**src/rtl/vcm_af_sweep_if.sv**
```systemverilog
// Handshake between the autofocus sweep controller and the VCM I2C writer.
// The controller (master) raises WR_REQ with WR_DATA and holds both until
// the writer (slave) answers with WR_ACK.
interface vcm_af_sweep_if;
    logic        WR_REQ;
    logic [15:0] WR_DATA;
    logic        WR_ACK;

    modport master (output WR_REQ, output WR_DATA, input WR_ACK);
    modport slave  (input WR_REQ, input WR_DATA, output WR_ACK);
endinterface

```
**src/rtl/vcm_af_sweep.sv**
```systemverilog
// Voice-coil-motor autofocus sweep controller.
// Steps the lens through positions 0, STEP_SIZE, 2*STEP_SIZE, ... (saturating
// at 1023), writes each position to the VCM, waits SETTLE_FRAMES frame
// pulses, records the per-frame sharpness, and finally parks the lens at the
// sharpest position found (earliest position wins on ties).
// Optional feature: define VCM_AF_ACK_TIMEOUT_EN to add a 20-bit watchdog on
// the write handshake that raises a sticky ERR when the writer never answers.
module vcm_af_sweep #(
    parameter int STEP_SIZE     = 16,
    parameter int N_STEPS       = 64,
    parameter int SETTLE_FRAMES = 2
) (
    input  logic                  CLK_50,
    input  logic                  RESET,
    input  logic                  START,
    input  logic                  ABORT,
    input  logic                  VS,
    input  logic                  SHARP_VALID,
    input  logic [23:0]           SHARP,
    vcm_af_sweep_if.master        wr,
    output logic                  BUSY,
    output logic                  DONE,
    output logic                  ERR,
    output logic [9:0]            STEP,
    output logic [9:0]            BEST_POS
);

    typedef enum logic [2:0] {
        S_IDLE,
        S_WRITE,
        S_SETTLE,
        S_MEASURE,
        S_NEXT,
        S_FINAL,
        S_END
    } state_t;

    localparam logic [3:0]  SETTLE_N  = SETTLE_FRAMES[3:0];
    localparam logic [10:0] N_MEAS    = N_STEPS[10:0];
    localparam logic [10:0] STEP_INC  = {3'b000, STEP_SIZE[7:0]};
    localparam logic [9:0]  POS_MAX   = 10'h3FF;

    state_t       state_q, state_d;
    logic         wr_req_q, wr_req_d;
    logic [15:0]  wr_data_q, wr_data_d;
    logic         busy_q, busy_d;
    logic         done_q, done_d;
    logic [9:0]   step_q, step_d;
    logic [9:0]   best_pos_q, best_pos_d;
    logic [23:0]  best_q, best_d;
    logic [3:0]   settle_cnt_q, settle_cnt_d;
    logic [10:0]  meas_cnt_q, meas_cnt_d;

`ifdef VCM_AF_ACK_TIMEOUT_EN
    // Watchdog fires on the (2^20-1)-th cycle of WR_REQ without an answer.
    localparam logic [19:0] WD_LAST = 20'hFFFFE;
    logic         err_q, err_d;
    logic [19:0]  wd_q, wd_d;
`endif

    // An ACK only counts while a request is actually outstanding.
    logic         ack_seen;
    logic [10:0]  step_sum;
    logic [9:0]   step_sat;

    assign ack_seen = wr_req_q & wr.WR_ACK;
    assign step_sum = {1'b0, step_q} + STEP_INC;
    assign step_sat = (step_sum > {1'b0, POS_MAX}) ? POS_MAX : step_sum[9:0];

    // Next-state and next-output computation for the sweep sequencer.
    always_comb begin
        state_d      = state_q;
        wr_req_d     = wr_req_q;
        wr_data_d    = wr_data_q;
        done_d       = 1'b0;
        step_d       = step_q;
        best_pos_d   = best_pos_q;
        best_d       = best_q;
        settle_cnt_d = settle_cnt_q;
        meas_cnt_d   = meas_cnt_q;
`ifdef VCM_AF_ACK_TIMEOUT_EN
        err_d        = err_q;
        wd_d         = wr_req_q ? (wd_q + 20'd1) : 20'd0;
`endif

        case (state_q)
            S_IDLE: begin
                if (START) begin
                    step_d     = 10'd0;
                    best_d     = 24'd0;
                    best_pos_d = 10'd0;
                    meas_cnt_d = 11'd0;
                    wr_req_d   = 1'b1;
                    wr_data_d  = 16'h0000;
                    state_d    = S_WRITE;
`ifdef VCM_AF_ACK_TIMEOUT_EN
                    err_d      = 1'b0;
`endif
                end
            end
            S_WRITE: begin
                if (ack_seen) begin
                    wr_req_d     = 1'b0;
                    settle_cnt_d = 4'd0;
                    state_d      = (SETTLE_N == 4'd0) ? S_MEASURE : S_SETTLE;
                end
            end
            S_SETTLE: begin
                if (VS) begin
                    if (settle_cnt_q + 4'd1 == SETTLE_N) begin
                        state_d = S_MEASURE;
                    end else begin
                        settle_cnt_d = settle_cnt_q + 4'd1;
                    end
                end
            end
            S_MEASURE: begin
                if (SHARP_VALID) begin
                    meas_cnt_d = meas_cnt_q + 11'd1;
                    // Strict compare: an equal later reading never displaces
                    // the earlier (lower) position.
                    if (SHARP > best_q) begin
                        best_d     = SHARP;
                        best_pos_d = step_q;
                    end
                    state_d = S_NEXT;
                end
            end
            S_NEXT: begin
                wr_req_d = 1'b1;
                if (meas_cnt_q == N_MEAS || step_q == POS_MAX) begin
                    wr_data_d = {2'b00, best_pos_q, 4'h0};
                    state_d   = S_FINAL;
                end else begin
                    step_d    = step_sat;
                    wr_data_d = {2'b00, step_sat, 4'h0};
                    state_d   = S_WRITE;
                end
            end
            S_FINAL: begin
                if (ack_seen) begin
                    wr_req_d = 1'b0;
                    done_d   = 1'b1;
                    state_d  = S_END;
                end
            end
            S_END: begin
                state_d = S_IDLE;
            end
            default: begin
                state_d  = S_IDLE;
                wr_req_d = 1'b0;
            end
        endcase

`ifdef VCM_AF_ACK_TIMEOUT_EN
        // Writer never answered: give up on the sweep without a DONE.
        if (wr_req_q && !ack_seen && wd_q == WD_LAST) begin
            wr_req_d = 1'b0;
            err_d    = 1'b1;
            done_d   = 1'b0;
            state_d  = S_IDLE;
        end
`endif

        // ABORT outranks START, ACK and everything else in the same cycle.
        if (ABORT) begin
            state_d  = S_IDLE;
            wr_req_d = 1'b0;
            done_d   = 1'b0;
        end

        busy_d = (state_d != S_IDLE);
    end

    // State and output registers with asynchronous reset.
    always_ff @(posedge CLK_50 or posedge RESET) begin
        if (RESET) begin
            state_q      <= S_IDLE;
            wr_req_q     <= 1'b0;
            wr_data_q    <= 16'h0000;
            busy_q       <= 1'b0;
            done_q       <= 1'b0;
            step_q       <= 10'd0;
            best_pos_q   <= 10'd0;
            best_q       <= 24'd0;
            settle_cnt_q <= 4'd0;
            meas_cnt_q   <= 11'd0;
        end else begin
            state_q      <= state_d;
            wr_req_q     <= wr_req_d;
            wr_data_q    <= wr_data_d;
            busy_q       <= busy_d;
            done_q       <= done_d;
            step_q       <= step_d;
            best_pos_q   <= best_pos_d;
            best_q       <= best_d;
            settle_cnt_q <= settle_cnt_d;
            meas_cnt_q   <= meas_cnt_d;
        end
    end

`ifdef VCM_AF_ACK_TIMEOUT_EN
    // Watchdog counter and sticky error flag.
    always_ff @(posedge CLK_50 or posedge RESET) begin
        if (RESET) begin
            err_q <= 1'b0;
            wd_q  <= 20'd0;
        end else begin
            err_q <= err_d;
            wd_q  <= wd_d;
        end
    end
    assign ERR = err_q;
`else
    assign ERR = 1'b0;
`endif

    assign wr.WR_REQ  = wr_req_q;
    assign wr.WR_DATA = wr_data_q;
    assign BUSY       = busy_q;
    assign DONE       = done_q;
    assign STEP       = step_q;
    assign BEST_POS   = best_pos_q;

endmodule
```
**src/flat_wrapper.sv**
```systemverilog
// flat-port wrapper written by rule: the top's interface ports become plain ports
module vcm_af_sweep_flat 
#(
    parameter int STEP_SIZE     = 16,
    parameter int N_STEPS       = 64,
    parameter int SETTLE_FRAMES = 2
)
  (CLK_50, RESET, START, ABORT, VS, SHARP_VALID, SHARP, BUSY, DONE, ERR, STEP, BEST_POS, wr_WR_REQ, wr_WR_DATA, wr_WR_ACK);
  vcm_af_sweep_if wr_i ();
  input  logic CLK_50;
  input  logic RESET;
  input  logic START;
  input  logic ABORT;
  input  logic VS;
  input  logic SHARP_VALID;
  input  logic [23:0] SHARP;
  output logic BUSY;
  output logic DONE;
  output logic ERR;
  output logic [9:0] STEP;
  output logic [9:0] BEST_POS;
  output wire logic [$bits(wr_i.WR_REQ)-1:0] wr_WR_REQ;
  output wire logic [$bits(wr_i.WR_DATA)-1:0] wr_WR_DATA;
  input wire logic [$bits(wr_i.WR_ACK)-1:0] wr_WR_ACK;
  assign wr_WR_REQ = wr_i.WR_REQ;
  assign wr_WR_DATA = wr_i.WR_DATA;
  assign wr_i.WR_ACK = wr_WR_ACK;
  vcm_af_sweep #(.STEP_SIZE(STEP_SIZE), .N_STEPS(N_STEPS), .SETTLE_FRAMES(SETTLE_FRAMES)) u_core (.CLK_50(CLK_50), .RESET(RESET), .START(START), .ABORT(ABORT), .VS(VS), .SHARP_VALID(SHARP_VALID), .SHARP(SHARP), .wr(wr_i), .BUSY(BUSY), .DONE(DONE), .ERR(ERR), .STEP(STEP), .BEST_POS(BEST_POS));
endmodule
```
**config.mk**
```make
export PLATFORM = sky130hd
export DESIGN_NAME = vcm_af_sweep_flat
export DESIGN_NICKNAME = d
export VERILOG_FILES = /design/src/rtl/vcm_af_sweep_if.sv /design/src/rtl/vcm_af_sweep.sv /design/src/flat_wrapper.sv
export SDC_FILE = /design/constraint.sdc
export NUM_CORES = 1
export LEC_CHECK = 0
export CAP_MARGIN = 10
export CORE_UTILIZATION = 35
export DETAILED_ROUTE_END_ITERATION = 10
export PLACE_DENSITY = 0.53
export SETUP_SLACK_MARGIN = 0.02
export SKIP_LAST_GASP = 1
export SYNTH_ARGS = -nofsm -noshare
export SYNTH_HDL_FRONTEND = slang
export SYNTH_SLANG_ARGS = --single-unit
```
**constraint.sdc**
```tcl
create_clock -name CLK_50 -period 3.7 [get_ports CLK_50]
set_clock_uncertainty 0.1 [all_clocks]
set_input_delay 0.37 -clock CLK_50 [delete_from_list [all_inputs] [get_ports CLK_50]]
set_output_delay 0.37 -clock CLK_50 [all_outputs]
set_load 0.005 [all_outputs]
```
==> qor.yml <==
p_seq_share_pct: 41.1
worstSetupStartpointType: "primary input"
syn_inst: 542
drive_gt1_share_pct: 6.10
die_area_mm2: 0.0142
grt_pass1_wl_mm: 20.3
synth_edf_count: 0
vias_per_cell: 5.49
grt_pass1_vias: 3923
crit_chain: "clkdlybuf4s50_1 -> ha_1 -> nand4_1 -> nor4_2 -> o311a_1 -> and2_4 -> o2bb2ai_1 -> a311o_1"
slowest_delay_ps: 520
grt-ovfl-total: 0
period_needed_ps: 2970
ys_seq_area_share_pct: 39.1
tightest_slew_ps: 881
antenna_found_initial: 0
worstReg2RegEnd: "u_core.best_q[12]"
final_max_slew_viol_count: 0
status: "complete, no violations"
pin_count: 71
dp_worst_setup_slack_ps: 353
synthFlopType: "dfrtp_1"
synth_top_area_share_pct: 39.1
p_leak_uw: 0.00242
start_util_pct: 36.1
wl_mm: 12.1
core_area_mm2: 0.0133
die-width_um: 119
grt_util_all_layers_pct: 18.0
netlist_area_mm2: 0.00480
setup_viol: 0
fmax_mhz: 337
synth_seq_cells: 75
avgSynthCellArea_um2: 8.86
final_util_pct: 44.1
cts_resized: 0
cp_data_required_time_ps: 3880
synth_cell_type_count: 56
maxCapViolCount: 0
vias: 4203
crit_path_end_kind: "flop"
hold_path_class: "primary input to asynchronous set/reset pin"
dr.pass1.iters: 5
cts-root-buf: "clkbuf_16"
cts_tree: "yes"
powerDensity_mw_per_mm2: 352
dp_hpwl_mm: 7.96
path_clk_slew_ps: 60
layout_setup_ws_ps: 728
p_comb_share_pct: 9.6
drc: 0
synth_warnings: 0
cts_setup_buffers: 0
clk_latency_ps: 340
pwr-share-clk_pct: 49.3
cts_buffers: 9
critPathSlowestCell: "nor4_2"
cts.sinks: 75
maxSlewHeadroom_pct: 41.0
critical_path_arrival_ps: 3150
gp_congestion: 0.804
setup_tns_ps: 0
fin_crit_sh_pct: 80.3
p_int_uw: 1570
p_sw_share_pct: 24.1
p_sw_uw: 499
cp_max_fo: 33
htreeDepth: 3
r2r_cells: 8
wl_per_cell_um: 15.9
hold_violations: 0
r2r_slack_ps: 850
fp-row-count: 42
numPortBuffers: 63
ir_drop_mv: 0.154
clock_path_buffers: 2
grt_max_degree: 76
path_class: "primary input to flop"
synthTopCellsByArea: "dfrtp_1, ha_1, a311o_1"
drtAntennaViolNets: 0
insertedDiodeCount: 0
die_h_um: 119
r2r_start: "u_core.best_q[23]"
synth-async-reset-ratio_pct: 100
rsz0062_at_grt: "false"
holdBufCountCts: 0
synth_top_cell_by_area: "dfrtp_1"
whs_ps: 364
area_delta_synth_final_pct: 22.3
detailedRoute.firstIterationViolations: 300
fin_nets: 646
-- Yosys cell counts, types with 2 or more instances --
master and n:
nand3_1 13, o221ai_1 2, a21oi_1 24, o21ai_1 6, nand2_1 68, nand2b_1 4, nor4b_1 2, and3_1 5
buf_2 4, o21ai_0 26, o211ai_1 6, a211oi_1 3, nor2_1 26, nand4_1 9, nor2b_1 3, clkbuf_1 28
dfrtp_1 75, nor3_1 40, xor2_1 7, a21o_1 7, inv_1 35, a31oi_1 4, or3_1 8, xnor2_1 3
ha_1 30, a311o_1 31, nor4_1 2, buf_4 7, o2bb2ai_1 31, nand3b_1 2, buf_6 5, o22a_1 2
-- cell type report --
type	instances	area [um^2]
Fill cell	1301	7430
Timing Repair Buffer	72	711
Sequential cell	75	1880
Clock inverter	7	116
Clock buffer	9	225
Multi-Input combinational cell	392	2590
Inverter	35	131
Tap cell	176	220
-- worst max-delay path, delay by kind of cell --
| kind | cells | cell delay, ps |
|---|---|---|
| simple gates | 3 | 1200 |
| compound gates | 3 | 770 |
| buf+inv | 1 | 450 |
| fa+ha+maj | 1 | 340 |
-- sequential cells by signal (all words and copies together), names as in the netlist --
register and flops:
u_core.BEST_POS 10, u_core.settle_cnt_q 4, u_core.state_q 3, u_core.best_q 24, u_core.wr.WR_DATA 10, u_core.DONE 1
u_core.BUSY 1, u_core.wr.WR_REQ 1, u_core.meas_cnt_q 11, u_core.STEP 10
-- power by group through the flow --
stage	sequential (uW)	clock, uW	combinational (uW)
finish	850	1020	199
global route	852	1080	223
CTS	850	1050	202
floorplan	859	0	121
detailed placement	865	0	201
global placement	864	0	200
-- how the worst max path moves through the flow --
stage | from | end | slack (ps) | cells past startpoint
final | SHARP[23] | u_core.best_q[12] | 730 | 8
after detailed placement | SHARP[23] | u_core.best_q[16] | 350 | 8
after global routing | SHARP[23] | u_core.best_q[8] | 520 | 8
after floorplan | SHARP[5] | u_core.best_q[10] | 1270 | 10
after CTS | SHARP[23] | u_core.best_q[16] | 720 | 8
after global placement | SHARP[23] | u_core.best_q[20] | 460 | 8
-- layer usage --
metal | global-route usage, % | part of all wire [%] | up-vias | wire length [um]
met2 | 26.7 | 44 | 114 | 5340
met4 | 7.59 | 2.0 | 0 | 248
met1 | 25.7 | 50 | 2012 | 6070
li1 | - | - | 2058 | -
met3 | 3.07 | 4.0 | 19 | 481
met5 | 0 | 0 | - | 0
-- kinds of logic (layout without fill, tap and decap cells) --
kind of cell / Yosys count / after routing / share of synthesized area (%)
xor gates and xnor gates: 10 / 10 / 1.82
other: 1 / 7 / 0.0781
DFF: 75 / 75 / 39.1
AOI/OAI and AO/OA: 155 / 155 / 24.2
adders and majority gates: 30 / 30 / 7.82
buffers and inverters: 81 / 123 / 7.79
and+or+nand+nor: 190 / 190 / 19.2
-- cell usage in the layout (no fill, tap or decap), types with 9 or more instances in the layout --
cell,count
clkbuf_16,9
nand2_1,68
o2bb2ai_1,31
clkdlybuf4s50_1,63
nand3_1,13
ha_1,30
a21oi_1,23
nor3_1,40
nand4_1,9
dfrtp_1,75
nor2_1,26
a311o_1,31
inv_1,34
o21ai_0,26
-- per-stage QoR --
stage                     power (uW)  cells  instance area [um^2]
after global placement          1060    750                  5530
after global routing            2150    766                  5870
after CTS                       2100    766                  5870
after floorplan                  980    548                  4820
after detailed placement        1070    750                  5530
final                           2070    766                  5870
Note: power is estimated with default switching activity, not from simulation.
